### config.mk
export PLATFORM = sky130hd
export DESIGN_NAME = regfile_wr_arbiter_flat
export DESIGN_NICKNAME = d
export VERILOG_FILES = /design/src/rtl/regfile_wr_arbiter_if.sv /design/src/rtl/regfile_wr_arbiter.sv /design/src/flat_wrapper.sv
export SDC_FILE = /design/constraint.sdc
export NUM_CORES = 1
export LEC_CHECK = 0
export ABC_AREA = 1
export CAP_MARGIN = 40
export CORE_MARGIN = 4
export CORE_UTILIZATION = 41
export CTS_BUF_LIST = sky130_fd_sc_hd__clkbuf_8
export DETAILED_ROUTE_END_ITERATION = 8
export PLACE_DENSITY = 0.87
export SLEW_MARGIN = 10
export SYNTH_ARGS = -nofsm -noshare
export SYNTH_HDL_FRONTEND = slang
export SYNTH_SLANG_ARGS = --single-unit
### constraint.sdc
create_clock -name clk -period 7.8 [get_ports clk]
set_clock_uncertainty 0.1 [all_clocks]
set_input_delay 0.78 -clock clk [delete_from_list [all_inputs] [get_ports clk]]
set_output_delay 0.78 -clock clk [all_outputs]
set_load 0.02 [all_outputs]
### src/rtl/regfile_wr_arbiter_if.sv
// Purpose : bundles the requester handshake and the registered regfile write port of the arbiter.
// Latency : n/a (signal bundle only).
// Backpres: req_ready/wr_stall carry the flow control; see regfile_wr_arbiter.
//
// Signals:
//   req_valid/req_ready   per-requester valid/ready, transfer = valid[i] & ready[i]
//   req_addr/req_data     requester i fields at [i*ADDR_W +: ADDR_W] / [i*DATA_W +: DATA_W]
//   wr_stall              regfile cannot consume the current write
//   wr_en/wr_sel/wr_data  registered write stage feeding the enable decoder and regfile
//   grant_id              requester whose write currently sits in the stage
// Modports: master = the arbiter, slave = requesters plus regfile.
interface regfile_wr_arbiter_if #(
    parameter int NREQ   = 4,
    parameter int DATA_W = 16,
    parameter int ADDR_W = 4
);
    localparam int IDW = $clog2(NREQ);

    logic [NREQ-1:0]        req_valid;
    logic [NREQ-1:0]        req_ready;
    logic [NREQ*ADDR_W-1:0] req_addr;
    logic [NREQ*DATA_W-1:0] req_data;
    logic                   wr_stall;
    logic                   wr_en;
    logic [ADDR_W-1:0]      wr_sel;
    logic [DATA_W-1:0]      wr_data;
    logic [IDW-1:0]         grant_id;

    modport master (
        input  req_valid, req_addr, req_data, wr_stall,
        output req_ready, wr_en, wr_sel, wr_data, grant_id
    );

    modport slave (
        output req_valid, req_addr, req_data, wr_stall,
        input  req_ready, wr_en, wr_sel, wr_data, grant_id
    );
endinterface

### src/rtl/regfile_wr_arbiter.sv
// Purpose : round-robin arbiter sharing the single regfile write port among NREQ requesters.
// Latency : a transfer in cycle t appears on wr_en/wr_sel/wr_data at t+1; 1 write/cycle sustained.
// Backpres: wr_stall holds a full stage and forces req_ready to 0; ignored while the stage is empty.
//
// Ports:
//   clk    system clock, all state on the rising edge
//   rst_n  asynchronous active-low reset; discards any write held in the stage
//   bus    regfile_wr_arbiter_if.master (requester handshake in, registered write port out)
module regfile_wr_arbiter #(
    parameter int NREQ   = 4,
    parameter int DATA_W = 16,
    parameter int ADDR_W = 4
) (
    input  logic                  clk,
    input  logic                  rst_n,
    regfile_wr_arbiter_if.master  bus
);
    localparam int IDW = $clog2(NREQ);
    localparam logic [IDW:0]   NREQ_L = (IDW+1)'(NREQ);
    localparam logic [IDW-1:0] LAST_L = IDW'(NREQ - 1);

    typedef enum logic {
        EMPTY = 1'b0,
        FULL  = 1'b1
    } state_t;

    state_t              state_q;
    logic [IDW-1:0]      ptr_q;
    logic [ADDR_W-1:0]   wr_sel_q;
    logic [DATA_W-1:0]   wr_data_q;
    logic [IDW-1:0]      grant_q;

    logic                accept;
    logic                found;
    logic [IDW-1:0]      off;
    logic [IDW-1:0]      win;
    logic [IDW:0]        sum;
    logic [2*NREQ-1:0]   dbl;
    logic [NREQ-1:0]     rot;
    logic [ADDR_W-1:0]   wr_sel_d;
    logic [DATA_W-1:0]   wr_data_d;
    logic [IDW-1:0]      ptr_d;

    // Stage can take a new write when empty, or when its current write leaves this cycle.
    assign accept = (state_q == EMPTY) || !bus.wr_stall;

    // Rotate the valid vector so that index ptr lands at bit 0; the first set bit
    // of the rotated vector is then the round-robin winner's offset from ptr.
    assign dbl = {bus.req_valid, bus.req_valid} >> ptr_q;
    assign rot = dbl[NREQ-1:0];

    always_comb begin
        found = 1'b0;
        off   = '0;
        for (int k = 0; k < NREQ; k++) begin
            if (!found && rot[k]) begin
                found = 1'b1;
                off   = IDW'(k);
            end
        end
    end

    // ptr + offset, wrapped modulo NREQ (NREQ need not be a power of two).
    assign sum = {1'b0, ptr_q} + {1'b0, off};
    assign win = (sum >= NREQ_L) ? IDW'(sum - NREQ_L) : sum[IDW-1:0];

    always_comb begin
        wr_sel_d  = '0;
        wr_data_d = '0;
        for (int i = 0; i < NREQ; i++) begin
            if (win == IDW'(i)) begin
                wr_sel_d  = bus.req_addr[i*ADDR_W +: ADDR_W];
                wr_data_d = bus.req_data[i*DATA_W +: DATA_W];
            end
        end
    end

    assign ptr_d = (win == LAST_L) ? '0 : win + 1'b1;

    // Ready depends only on valid, ptr and stage state: never on addr/data.
    always_comb begin
        bus.req_ready = '0;
        if (found && accept) begin
            bus.req_ready[win] = 1'b1;
        end
    end

    always_ff @(posedge clk or negedge rst_n) begin
        if (!rst_n) begin
            state_q   <= EMPTY;
            ptr_q     <= '0;
            wr_sel_q  <= '0;
            wr_data_q <= '0;
            grant_q   <= '0;
        end else begin
            case (state_q)
                EMPTY: begin
                    if (found) begin
                        state_q   <= FULL;
                        wr_sel_q  <= wr_sel_d;
                        wr_data_q <= wr_data_d;
                        grant_q   <= win;
                        ptr_q     <= ptr_d;
                    end
                end
                FULL: begin
                    // Stalled: everything holds. Otherwise the current write drains
                    // and the next winner (if any) slides in without a bubble.
                    if (!bus.wr_stall) begin
                        if (found) begin
                            wr_sel_q  <= wr_sel_d;
                            wr_data_q <= wr_data_d;
                            grant_q   <= win;
                            ptr_q     <= ptr_d;
                        end else begin
                            state_q <= EMPTY;
                        end
                    end
                end
                default: state_q <= EMPTY;
            endcase
        end
    end

    assign bus.wr_en    = (state_q == FULL);
    assign bus.wr_sel   = wr_sel_q;
    assign bus.wr_data  = wr_data_q;
    assign bus.grant_id = grant_q;
endmodule
### src/flat_wrapper.sv
// flat-port wrapper written by rule: the top's interface ports become plain ports
module regfile_wr_arbiter_flat 
#(
    parameter int NREQ   = 4,
    parameter int DATA_W = 16,
    parameter int ADDR_W = 4
)
  (clk, rst_n, bus_req_valid, bus_req_addr, bus_req_data, bus_wr_stall, bus_req_ready, bus_wr_en, bus_wr_sel, bus_wr_data, bus_grant_id);
  regfile_wr_arbiter_if #(.NREQ(NREQ), .DATA_W(DATA_W), .ADDR_W(ADDR_W)) bus_i ();
  input  logic clk;
  input  logic rst_n;
  input wire logic [$bits(bus_i.req_valid)-1:0] bus_req_valid;
  input wire logic [$bits(bus_i.req_addr)-1:0] bus_req_addr;
  input wire logic [$bits(bus_i.req_data)-1:0] bus_req_data;
  input wire logic [$bits(bus_i.wr_stall)-1:0] bus_wr_stall;
  output wire logic [$bits(bus_i.req_ready)-1:0] bus_req_ready;
  output wire logic [$bits(bus_i.wr_en)-1:0] bus_wr_en;
  output wire logic [$bits(bus_i.wr_sel)-1:0] bus_wr_sel;
  output wire logic [$bits(bus_i.wr_data)-1:0] bus_wr_data;
  output wire logic [$bits(bus_i.grant_id)-1:0] bus_grant_id;
  assign bus_i.req_valid = bus_req_valid;
  assign bus_i.req_addr = bus_req_addr;
  assign bus_i.req_data = bus_req_data;
  assign bus_i.wr_stall = bus_wr_stall;
  assign bus_req_ready = bus_i.req_ready;
  assign bus_wr_en = bus_i.wr_en;
  assign bus_wr_sel = bus_i.wr_sel;
  assign bus_wr_data = bus_i.wr_data;
  assign bus_grant_id = bus_i.grant_id;
  regfile_wr_arbiter #(.NREQ(NREQ), .DATA_W(DATA_W), .ADDR_W(ADDR_W)) u_core (.clk(clk), .rst_n(rst_n), .bus(bus_i));
endmodule
==> report_table.html <==
<table>
<tr><th>Metric</th><th>Value</th></tr>
<tr><th colspan="2">Status</th></tr>
<tr><td>Status</td><td>complete, no violations</td></tr>
<tr><th colspan="2">Synthesis</th></tr>
<tr><td>Cells taking the most area after synthesis</td><td>dfrtp_1 (35%), nand2_1 (14%), a21oi_1 (11%), mux2i_1 (11%), nor2_1 (5.3%)</td></tr>
<tr><td>Proportion of synthesized area in mux cells</td><td>0.113</td></tr>
<tr><td>Area fraction of the dominant cell type after synthesis</td><td>0.353</td></tr>
<tr><td>Synth Area in XOR/XNOR</td><td>0.00494</td></tr>
<tr><td>Sequential element share of the synthesized area</td><td>0.353</td></tr>
<tr><td>Area share of fa/ha/maj cells after synthesis</td><td>0.0353</td></tr>
<tr><td>Cell accounting for the most synthesized area</td><td>dfrtp_1</td></tr>
<tr><td>Compound-cell area share of the yosys netlist</td><td>0.191</td></tr>
<tr><td>Synthesis-stage register bit count</td><td>25</td></tr>
<tr><td>Number of warning messages in the yosys log</td><td>0</td></tr>
<tr><td>Post-Syn Area</td><td>0.00177 mm²</td></tr>
<tr><td>Dominant combinational cell family by area after synthesis</td><td>simple AND/OR/NAND/NOR gates</td></tr>
<tr><td>Simple-gate portion of the synthesized area</td><td>0.224</td></tr>
<tr><td>Number of distinct library cells after synthesis</td><td>21</td></tr>
<tr><td>Nets in the synthesized netlist</td><td>337</td></tr>
<tr><td>Post-Syn Instances</td><td>245</td></tr>
<tr><td>Average cell area after synthesis</td><td>7.24 µm²</td></tr>
<tr><th colspan="2">CTS</th></tr>
<tr><td>Clock tree from TritonCTS</td><td>done</td></tr>
<tr><td>Clock-pin slew on the worst setup and hold paths</td><td>0.08 ns</td></tr>
<tr><td>Number of buffers added by the clock tree synthesis step</td><td>3</td></tr>
<tr><td>CTS sink cnt</td><td>25</td></tr>
<tr><td>Number of setup buffers added after CTS</td><td>0</td></tr>
<tr><td>Maximum buffer depth of the clock tree</td><td>2</td></tr>
<tr><td>Hold_buf cts</td><td>0</td></tr>
<tr><td>Resize count post-CTS</td><td>0</td></tr>
<tr><td>CTS root buf</td><td>clkbuf_8</td></tr>
<tr><td>Clock Latency Late Sink</td><td>0.26 ns</td></tr>
<tr><td>Clock H-tree levels</td><td>1</td></tr>
<tr><th colspan="2">Flow run</th></tr>
<tr><td>Max capacitance violation total</td><td>0</td></tr>
<tr><th colspan="2">Timing</th></tr>
<tr><td>Least-Margin Pin Slew</td><td>0.881 ns</td></tr>
<tr><td>Final-report max-slew violation count</td><td>0</td></tr>
<tr><td>Final-report hold violation count</td><td>0</td></tr>
<tr><td>RSZ-0062 raised after global routing</td><td>no</td></tr>
<tr><td>Final total negative setup slack</td><td>0 ns</td></tr>
<tr><td>Crit share post-route</td><td>0.691</td></tr>
<tr><td>Number of setup violations in the final report</td><td>0</td></tr>
<tr><td>Max frequency</td><td>186 MHz</td></tr>
<tr><td>Worst Hold Margin</td><td>0.390 ns</td></tr>
<tr><td>Slew HR</td><td>0.413</td></tr>
<tr><td>Post-layout min period</td><td>5.39 ns</td></tr>
<tr><th colspan="2">Critical path</th></tr>
<tr><td>Worst setup EP type</td><td>output port</td></tr>
<tr><td>Origin of the worst setup path</td><td>bus_req_valid[1]</td></tr>
<tr><td>Type of element launching the critical path</td><td>primary input</td></tr>
<tr><td>Highest net fanout along the worst path</td><td>21</td></tr>
<tr><td>Required time of the worst setup path</td><td>6.92 ns</td></tr>
<tr><td>Reg-to-reg critical path startpoint</td><td>u_core.ptr_q[0]</td></tr>
<tr><td>Critical path class</td><td>in -&gt; out</td></tr>
<tr><td>Arrival time reported for the critical path endpoint</td><td>4.51 ns</td></tr>
<tr><th colspan="2">Global route</th></tr>
<tr><td>Number of antenna violations at the first check in global routing</td><td>0</td></tr>
<tr><td>Congestion Overflow GR</td><td>0</td></tr>
<tr><td>Global routing usage summed across all routing layers</td><td>0.208</td></tr>
<tr><td>First-pass GRT wire length</td><td>8890 µm</td></tr>
<tr><td>Via count of the first global-routing pass</td><td>1976</td></tr>
<tr><td>Pin count of the biggest net entering global routing</td><td>53</td></tr>
<tr><th colspan="2">Finish</th></tr>
<tr><td>End-of-flow core utilization</td><td>0.720</td></tr>
<tr><td>Most frequent cells in the layout</td><td>clkdlybuf4s50_1 (113), nand2_1 (64), a21oi_1 (40)</td></tr>
<tr><td>Net count reported at finish</td><td>442</td></tr>
<tr><td>Diodes inserted</td><td>0</td></tr>
<tr><td>Most common cell after layout, fill and taps aside</td><td>clkdlybuf4s50_1</td></tr>
<tr><td>Share of post-route cells with drive strength above 1</td><td>0.0287</td></tr>
<tr><td>Post-route cell area</td><td>0.00294 mm²</td></tr>
<tr><td>Layout area overhead</td><td>65.9%</td></tr>
<tr><th colspan="2">Detailed routing</th></tr>
<tr><td>Total DRC errors in the routed layout</td><td>0</td></tr>
<tr><td>Number of nets with antenna violations after detailed routing</td><td>0</td></tr>
<tr><td>Detailed route wirelength on metal2</td><td>2780 µm</td></tr>
<tr><td>Length of the first detailed-routing pass in iterations</td><td>4</td></tr>
<tr><td>Total wire length</td><td>5640 µm</td></tr>
<tr><td>Per-cell via count in the routed design</td><td>5.12</td></tr>
<tr><td>Highest routing layer actually used</td><td>met4</td></tr>
<tr><td>First DRT Iteration DRCs</td><td>84</td></tr>
<tr><td>Met3 Routed Length</td><td>541 µm</td></tr>
<tr><td>Routed length on met1</td><td>2280 µm</td></tr>
<tr><td>Via count</td><td>2043</td></tr>
<tr><td>Post-DR wirelength/cell</td><td>14.1 µm</td></tr>
<tr><th colspan="2">Placed design</th></tr>
<tr><td># port buffers</td><td>113</td></tr>
<tr><td>Placement-stage cell area</td><td>0.00290 mm²</td></tr>
<tr><td>Last weighted congestion value of the routability-driven placer</td><td>0.818</td></tr>
<tr><td>Final HPWL from detailed placement</td><td>4400 µm</td></tr>
<tr><th colspan="2">Power</th></tr>
<tr><td>Power density normalized to cell area</td><td>533 mW/mm²</td></tr>
<tr><td>Sum of internal, switching and leakage power</td><td>0.00157 W</td></tr>
<tr><td>Standby leakage power</td><td>1.24 nW</td></tr>
<tr><td>Max IR drop VDD</td><td>0.353 mV</td></tr>
<tr><th colspan="2">Floorplan</th></tr>
<tr><td>Row cnt</td><td>23</td></tr>
<tr><td>Die height</td><td>73.8 µm</td></tr>
<tr><td>Die Area</td><td>0.00544 mm²</td></tr>
<tr><td>Initial Utilization</td><td>0.434</td></tr>
<tr><td>Top-level I/O count</td><td>114</td></tr>
<tr><td>Area of the core</td><td>0.00409 mm²</td></tr>
<tr><td>Die Wd</td><td>73.8 µm</td></tr>
<tr><th colspan="2">Min path</th></tr>
<tr><td>Source of the worst hold timing path</td><td>u_core.bus.wr_data[10]</td></tr>
<tr><td>Path category of the worst min-delay check</td><td>reg -&gt; reg</td></tr>
</table>
==> critical path, cell delays in order <==
cell and delay (ns):
clkdlybuf4s50_1 0.42, nand2_1 0.10, nand3_1 0.09, nand2_1 0.14, nand3_1 0.09, a21boi_0 0.17, ha_1 0.19, xor2_1 0.20
nand2_1 0.07, nand2_1 0.14, ha_1 0.70, inv_1 0.55, nor2_1 0.22, clkdlybuf4s50_1 0.63
==> sequential cells by signal, indices dropped and copies added, names as in the netlist <==
| signal | cells |
|---|---|
| u_core.bus.wr_data | 16 |
| u_core.bus.wr_sel | 4 |
| u_core.bus.grant_id | 2 |
| u_core.ptr_q | 2 |
| u_core.bus.wr_en | 1 |
==> cell type report <==
class | instances | area [µm²]
Fill cell | 351 | 1140
Timing Repair Buffer | 117 | 1160
Tap cell | 50 | 62.6
Inverter | 11 | 41.3
Clock buffer | 3 | 41.3
Multi-Input combinational cell | 192 | 1010
Sequential cell | 25 | 626
Clock inverter | 1 | 3.75
==> cell usage after synthesis <==
cell type  number
a21boi_0        1
a21oi_1        40
buf_1           1
buf_2           2
buf_4           1
buf_6           4
clkbuf_1        9
dfrtp_1        25
ha_1            5
inv_1          10
inv_2           1
mux2i_1        20
nand2_1        64
nand2_2         1
nand3_1        10
nand4_1         1
nor2_1         25
o21ai_0        13
o21ai_1        10
o21ai_4         1
xor2_1          1
==> through the flow <==
step / setup slack (ns) / cells
5_1_grt: 2.08 / 399
2_1_floorplan: 4.06 / 245
6_report: 2.41 / 399
4_1_cts: 2.39 / 399
3_5_place_dp: 2.38 / 395
3_3_place_gp: 2.61 / 395
==> kinds of logic (layout without fill, tap and decap cells) <==
| group | after synthesis | in the layout |
|---|---|---|
| simple gates | 101 | 101 |
| compound gates | 65 | 65 |
| buf+inv | 28 | 132 |
| flops | 25 | 25 |
| mux | 20 | 20 |
| fa+ha+maj | 5 | 5 |
| xor+xnor | 1 | 1 |
==> per-layer routing <==
metal  up-vias  global-route usage
met2        93               0.378
met5         -                   0
met4         0              0.0463
li1       1020                   -
met3         4              0.0561
met1       926               0.241
==> power breakdown <==
part           switching, W  internal (W)  total (W)
clock network     0.0000394     0.0000352  0.0000746
registers         0.0000397      0.000198   0.000238
logic              0.000719      0.000538    0.00126
total              0.000798      0.000771    0.00157
==> path summary, 6_finish.rpt <==
check	to	slack (ns)	depth (start not counted)
max	bus_req_ready[2]	2.41	14
min	u_core.bus.wr_data[10]	0.39	2
max reg2reg	u_core.bus.wr_data[8]	3.79	18
min reg2reg	u_core.bus.wr_data[10]	0.39	2
max in group asynchronous	u_core.bus.wr_data[7]	6.58	2
min in group asynchronous	u_core.bus.wr_en	0.78	2
Note: power is estimated with default switching activity, not from simulation.
